<file path="src/rtl/core_mdu_seq_if.sv">
// Handshake and result bus between the EX stage and the MUL/DIV sequencer.
interface core_mdu_seq_if #(
  parameter int unsigned DW = 32
);
  logic          start;
  logic          op_div;
  logic [DW-1:0] opa;
  logic [DW-1:0] opb;
  logic          flush;
  logic          halt_req;
  logic          busy;
  logic          done;
  logic [DW-1:0] result;
  logic          div_zero;

  modport master (
    output start, op_div, opa, opb, flush,
    input  halt_req, busy, done, result, div_zero
  );

  modport slave (
    input  start, op_div, opa, opb, flush,
    output halt_req, busy, done, result, div_zero
  );
endinterface

</file>
<file path="src/rtl/core_mdu_seq.sv">
// Iterative MUL/DIV sequencer for the EX stage: shift-add multiply and restoring
// divide at one bit per cycle, stalling EX via halt_req until the DONE cycle.
module core_mdu_seq #(
  parameter int unsigned DW = 32
) (
  input  logic           clk,
  input  logic           rst,
  core_mdu_seq_if.slave  bus
);

  localparam int unsigned CW = $clog2(DW) + 1;

  typedef enum logic [1:0] {S_IDLE, S_RUN, S_DONE} state_t;

  state_t        state_q, state_d;
  logic [CW-1:0] cnt_q, cnt_d;
  logic          op_div_q, op_div_d;
  // a: multiplicand / dividend shifting out, quotient bits shifting in
  // b: multiplier / divisor;  acc: product accumulator / DW+1 bit remainder
  logic [DW-1:0] a_q, a_d;
  logic [DW-1:0] b_q, b_d;
  logic [DW:0]   acc_q, acc_d;
  logic [DW-1:0] result_q, result_d;
  logic          done_q, done_d;
  logic          div_zero_q, div_zero_d;
  logic [DW:0]   rem_sh;
  logic [DW-1:0] sum;

  always_ff @(posedge clk or negedge rst) begin
    if (!rst) begin
      state_q    <= S_IDLE;
      cnt_q      <= '0;
      op_div_q   <= 1'b0;
      a_q        <= '0;
      b_q        <= '0;
      acc_q      <= '0;
      result_q   <= '0;
      done_q     <= 1'b0;
      div_zero_q <= 1'b0;
    end else begin
      state_q    <= state_d;
      cnt_q      <= cnt_d;
      op_div_q   <= op_div_d;
      a_q        <= a_d;
      b_q        <= b_d;
      acc_q      <= acc_d;
      result_q   <= result_d;
      done_q     <= done_d;
      div_zero_q <= div_zero_d;
    end
  end

  // Next state, datapath step and registered done/div_zero (high only in DONE).
  always_comb begin
    state_d    = state_q;
    cnt_d      = cnt_q;
    op_div_d   = op_div_q;
    a_d        = a_q;
    b_d        = b_q;
    acc_d      = acc_q;
    result_d   = result_q;
    done_d     = 1'b0;
    div_zero_d = 1'b0;
    rem_sh     = '0;
    sum        = '0;

    if (bus.flush) begin
      state_d = S_IDLE;
    end else begin
      case (state_q)
        S_IDLE: begin
          if (bus.start) begin
            op_div_d = bus.op_div;
            a_d      = bus.opa;
            b_d      = bus.opb;
            acc_d    = '0;
            cnt_d    = '0;
            if (bus.op_div && (bus.opb == '0)) begin
              state_d    = S_DONE;
              result_d   = '1;
              done_d     = 1'b1;
              div_zero_d = 1'b1;
            end else begin
              state_d = S_RUN;
            end
          end
        end
        S_RUN: begin
          cnt_d = cnt_q + CW'(1);
          if (op_div_q) begin
            rem_sh = {acc_q[DW-1:0], a_q[DW-1]};
            if (rem_sh >= {1'b0, b_q}) begin
              acc_d = rem_sh - {1'b0, b_q};
              a_d   = {a_q[DW-2:0], 1'b1};
            end else begin
              acc_d = rem_sh;
              a_d   = {a_q[DW-2:0], 1'b0};
            end
          end else begin
            sum   = acc_q[DW-1:0] + ({DW{b_q[0]}} & a_q);
            acc_d = {1'b0, sum};
            a_d   = a_q << 1;
            b_d   = b_q >> 1;
          end
          if (cnt_q == CW'(DW - 1)) begin
            state_d  = S_DONE;
            done_d   = 1'b1;
            result_d = op_div_q ? a_d : acc_d[DW-1:0];
          end
        end
        S_DONE:  state_d = S_IDLE;
        default: state_d = S_IDLE;
      endcase
    end
  end

  // Stall is raised the very cycle start is seen and dropped in DONE so EX can retire.
  assign bus.halt_req = rst & bus.start & ~bus.flush & (state_q != S_DONE);
  assign bus.busy     = (state_q != S_IDLE);
  assign bus.done     = done_q;
  assign bus.result   = result_q;
  assign bus.div_zero = div_zero_q;

endmodule

</file>
<file path="src/flat_wrapper.sv">
// flat-port wrapper written by rule: the top's interface ports become plain ports
module core_mdu_seq_flat 
#(
  parameter int unsigned DW = 32
)
  (clk, rst, bus_start, bus_op_div, bus_opa, bus_opb, bus_flush, bus_halt_req, bus_busy, bus_done, bus_result, bus_div_zero);
  core_mdu_seq_if #(.DW(DW)) bus_i ();
  input  logic clk;
  input  logic rst;
  input wire logic [$bits(bus_i.start)-1:0] bus_start;
  input wire logic [$bits(bus_i.op_div)-1:0] bus_op_div;
  input wire logic [$bits(bus_i.opa)-1:0] bus_opa;
  input wire logic [$bits(bus_i.opb)-1:0] bus_opb;
  input wire logic [$bits(bus_i.flush)-1:0] bus_flush;
  output wire logic [$bits(bus_i.halt_req)-1:0] bus_halt_req;
  output wire logic [$bits(bus_i.busy)-1:0] bus_busy;
  output wire logic [$bits(bus_i.done)-1:0] bus_done;
  output wire logic [$bits(bus_i.result)-1:0] bus_result;
  output wire logic [$bits(bus_i.div_zero)-1:0] bus_div_zero;
  assign bus_i.start = bus_start;
  assign bus_i.op_div = bus_op_div;
  assign bus_i.opa = bus_opa;
  assign bus_i.opb = bus_opb;
  assign bus_i.flush = bus_flush;
  assign bus_halt_req = bus_i.halt_req;
  assign bus_busy = bus_i.busy;
  assign bus_done = bus_i.done;
  assign bus_result = bus_i.result;
  assign bus_div_zero = bus_i.div_zero;
  core_mdu_seq #(.DW(DW)) u_core (.clk(clk), .rst(rst), .bus(bus_i));
endmodule
</file>
<file path="config.mk">
export PLATFORM = sky130hd
export DESIGN_NAME = core_mdu_seq_flat
export DESIGN_NICKNAME = d
export VERILOG_FILES = /design/src/rtl/core_mdu_seq_if.sv /design/src/rtl/core_mdu_seq.sv /design/src/flat_wrapper.sv
export SDC_FILE = /design/constraint.sdc
export NUM_CORES = 1
export LEC_CHECK = 0
export ABC_AREA = 1
export BUFFER_PORTS_ARGS = -buffer_cell sky130_fd_sc_hd__buf_2
export CORE_UTILIZATION = 50
export CTS_CLUSTER_DIAMETER = 80
export DETAILED_ROUTE_END_ITERATION = 6
export PLACE_DENSITY = 0.81
export SKIP_LAST_GASP = 1
export SLEW_MARGIN = 0
export SYNTH_ARGS = -nofsm -noshare
export SYNTH_HDL_FRONTEND = slang
export SYNTH_SLANG_ARGS = --single-unit
</file>
<file path="constraint.sdc">
create_clock -name clk -period 2.7 [get_ports clk]
set_clock_uncertainty 0.05 [all_clocks]
set_input_delay 0.54 -clock clk [delete_from_list [all_inputs] [get_ports clk]]
set_output_delay 0.54 -clock clk [all_outputs]
set_load 0.05 [all_outputs]
</file>
==> metrics.cfg <==
[status]
status=finished, final reports clean

[final_layout]
fillers=2288
diodes=0
drive_gt1_share_pct=13.7
fin_cells=2485
area_delta_synth_final_pct=17.3
utilization_pct=59.6
num-nets-final=2284
ff_latch_area_mm2=0.00348
multi_input_area_mm2=0.00749

[synthesis]
synth_edf_count=0
synth_nets=2178
synthFlopType=dfrtp_1
synth_cell_types=41
async_reset_ff_share_pct=100
synth_top_area_cell=dfrtp_1
yosysMostFrequentCell=nand2_1
synthTopCellsByCount=nand2_1 (747), inv_1 (389), nand3_1 (140)
netlist_top_cells_area=dfrtp_1 (28%), nand2_1 (23%), inv_1 (12%)
yosys_warnings=0
avgSynthCellArea_um2=6.02
synth_top_area_share_pct=28.3
netlist_area_mm2=0.0123
syn_inst=2042
yosysSeqAreaShare_pct=28.3
ys_ff_latch=139

[global_routing]
grt_pass1_wl_um=63300
antenna_found_initial=0
grt_pass1_vias=12364
grt_start_max_net_pins=140
grt_usage_pct=31.4
grt_overflow_total=0

[power_and_ir_drop]
pwr-share-seq_pct=19.9
swShare_pct=54.9
peakVddDrop_mv=0.949
clkPwrFrac_pct=13.2
finalPower_mw=19.3
p_comb_share_pct=66.9
p_int_mw=8.71
p_switching_mw=10.6
powerDensity_mw_per_mm2=1340
p_leak_nw=8.08

[setup_path]
worst_ep_required_time_ps=2970
worstPathArrival_ps=2900
worstSetupStartpointType=flip-flop
slowest_stage=dfrtp_2
path_cells=buf_12 > nand2_1 > inv_1 > ha_1 > nand2_2 > inv_1 > nand2_1 > nand2_1 > a21oi_1 > nand2_1 > nand2_1 > nand2_1 > nand2_1 > nand3_1 > o21ai_2 > nand2_1
cp-end-kind=flip-flop
worst_path_largest_cell_delay_ps=470
crit_path_frequent_cell=nand2_1
worst-setup-path-type=flip-flop to flip-flop
cp_max_fo=28

[placed_design]
pre_cts_slack_ps=-240
port_buffers=104
placed_cells_incl_taps=2448
hpwlAfterDp_um=29800
routabilityCongestion=1.03

[detailed_routing]
post_drt_via_cell_ratio=5.37
num_vias=13338
drtIter0Drc=1218
first_pass_iters=6
routedWlPerCell_um=16.0
ant_nets=0
route.detailed.drc=0
drt_wl_total_um=39700

[clocking]
clk_pin_slew_worst_paths_ps=70
cts_root_buf=clkbuf_16
clkSinkCount=139
numCtsBuffers=17
cts_tree=yes
clk_latency_ps=440
holdBufCountCts=0
cts.htree.levels=4
cts_buffer_depth=2

[floorplan]
dieArea_mm2=0.0252
row_count=57
die_w_um=159
start_util_pct=50.8
fp.dieH_um=159
core-area_mm2=0.0242
io_pins=105

[sta]
period_share_pct=97.5
fmax_mhz=380
tns_ps=0
rsz0062_at_grt=yes
min_period_ps=2630
slew_headroom_pct=49.2
slew_viol_final=0
worst_slack_ps=67.9
worst_pin_slew_ps=763
finalHoldViolations=0
setup_violations=0

[hold_path]
hp-class=primary input to asynchronous set/reset pin

[run]
drv_cap=0

==> per-layer routing <==
| layer | wire (µm) | part of all wire, % | GRT usage [%] | vias to the layer above |
|---|---|---|---|---|
| met5 | 0 | 0 | 0 | - |
| met4 | 1560 | 3.9 | 12.3 | 0 |
| met3 | 3060 | 7.7 | 3.34 | 104 |
| met2 | 18100 | 45 | 50.8 | 596 |
| met1 | 17100 | 43 | 43.1 | 6067 |
| li1 | - | - | - | 6571 |
==> power by group through the flow <==
stage | Sequential, mW | Clock (mW) | Combinational (mW)
2_1_floorplan | 4.34 | 0 | 7.94
3_5_place_dp | 3.76 | 0 | 11.9
3_3_place_gp | 3.74 | 0 | 11.7
4_1_cts | 3.74 | 2.57 | 12.0
5_1_grt | 3.92 | 2.65 | 14.3
6_report | 3.84 | 2.55 | 12.9
==> critical path: cells and delay by family (launching register included) <==
kind,cells,cell delay (ps)
AOI/OAI and AO/OA,2,410
buffers and inverters,3,300
and+or+nand+nor,10,930
DFF,1,470
adders and majority gates,1,340
==> final cells by class <==
| class | count | share of cell area, % |
|---|---|---|
| inverters | 397 | 10.3 |
| flip-flops and latches | 139 | 24.2 |
| clock buffers | 18 | 3.05 |
| clock inverters | 14 | 1.26 |
| repair buffers | 145 | 6.40 |
| multi-input cells | 1448 | 52.0 |
| well taps | 324 | 2.81 |
==> flip-flops by register name, summed over array words and instances, names as in the netlist <==
name and count:
u_core.bus.result 32, u_core.acc_q 32, u_core.bus.done 1, u_core.bus.div_zero 1, u_core.a_q 32, u_core.state_q 2
u_core.op_div_q 1, u_core.cnt_q 6, u_core.b_q 32
==> stage by stage <==
stage | hold WS (ps) | area [µm²]
2_1_floorplan | 194 | 12300
3_3_place_gp | 401 | 13300
3_5_place_dp | 407 | 13300
4_1_cts | 218 | 14000
5_1_grt | 245 | 14400
6_report | 162 | 14400
==> logic make-up (layout without fill, tap and decap cells) <==
kind of cell / count (synthesis) / after routing / share of synthesized area, %
xor+xnor: 11 / 11 / 0.784
fa+ha+maj: 67 / 67 / 6.94
buf+inv: 455 / 574 / 14.3
compound gates: 262 / 262 / 12.3
flops: 139 / 139 / 28.3
simple gates: 1108 / 1108 / 37.4
==> worst paths after layout <==
kind / cells past startpoint / to / slack (ps) / startpoint
worst min register to register: 1 / u_core.cnt_q[5]$_DFFE_PN0P_ / 410 / u_core.cnt_q[5]$_DFFE_PN0P_
worst max-delay path: 16 / u_core.bus.result[24]$_DFFE_PN0P_ / 70 / u_core.b_q[0]$_DFFE_PN0P_
min in group clk: 3 / u_core.a_q[6]$_DFFE_PN0P_ / 250 / bus_opa[6]
worst max register to register: 16 / u_core.bus.result[24]$_DFFE_PN0P_ / 70 / u_core.b_q[0]$_DFFE_PN0P_
worst min-delay path: 2 / u_core.cnt_q[3]$_DFFE_PN0P_ / 160 / rst
max in group asynchronous: 2 / u_core.acc_q[11]$_DFFE_PN0P_ / 1810 / rst
==> cell usage in the layout, fill, tap and decap left out, types with 5 or more instances in the layout <==
cell | Yosys | final
nand2_1 | 747 | 730
inv_1 | 389 | 388
nand3_1 | 140 | 136
dfrtp_1 | 139 | 136
nor2_1 | 135 | 120
buf_2 | 12 | 103
o21ai_0 | 101 | 90
a21oi_1 | 74 | 71
o211ai_1 | 44 | 44
ha_1 | 65 | 38
buf_4 | 3 | 34
nand2_2 | 8 | 24
nor2_2 | 10 | 21
ha_4 | 0 | 20
nor3_1 | 18 | 17
a22oi_1 | 17 | 17
clkbuf_16 | 0 | 17
o21ai_1 | 9 | 16
nand4_1 | 13 | 13
nand3b_1 | 12 | 12
inv_2 | 8 | 9
nor2_4 | 5 | 9
xor2_1 | 7 | 7
ha_2 | 0 | 7
buf_12 | 0 | 7
o22ai_1 | 6 | 6
inv_6 | 0 | 6
nand3_2 | 1 | 5
a21oi_2 | 2 | 5
and2_1 | 5 | 5
==> what timing repair did <==
action	4_1_cts	5_1_grt
cloned	0	0
endpoints found under the setup margin	8	53
pin swaps	0	10
resized for setup	6	81
buffers inserted	0	5
No activity file was read; power rests on OpenSTA's default activity.
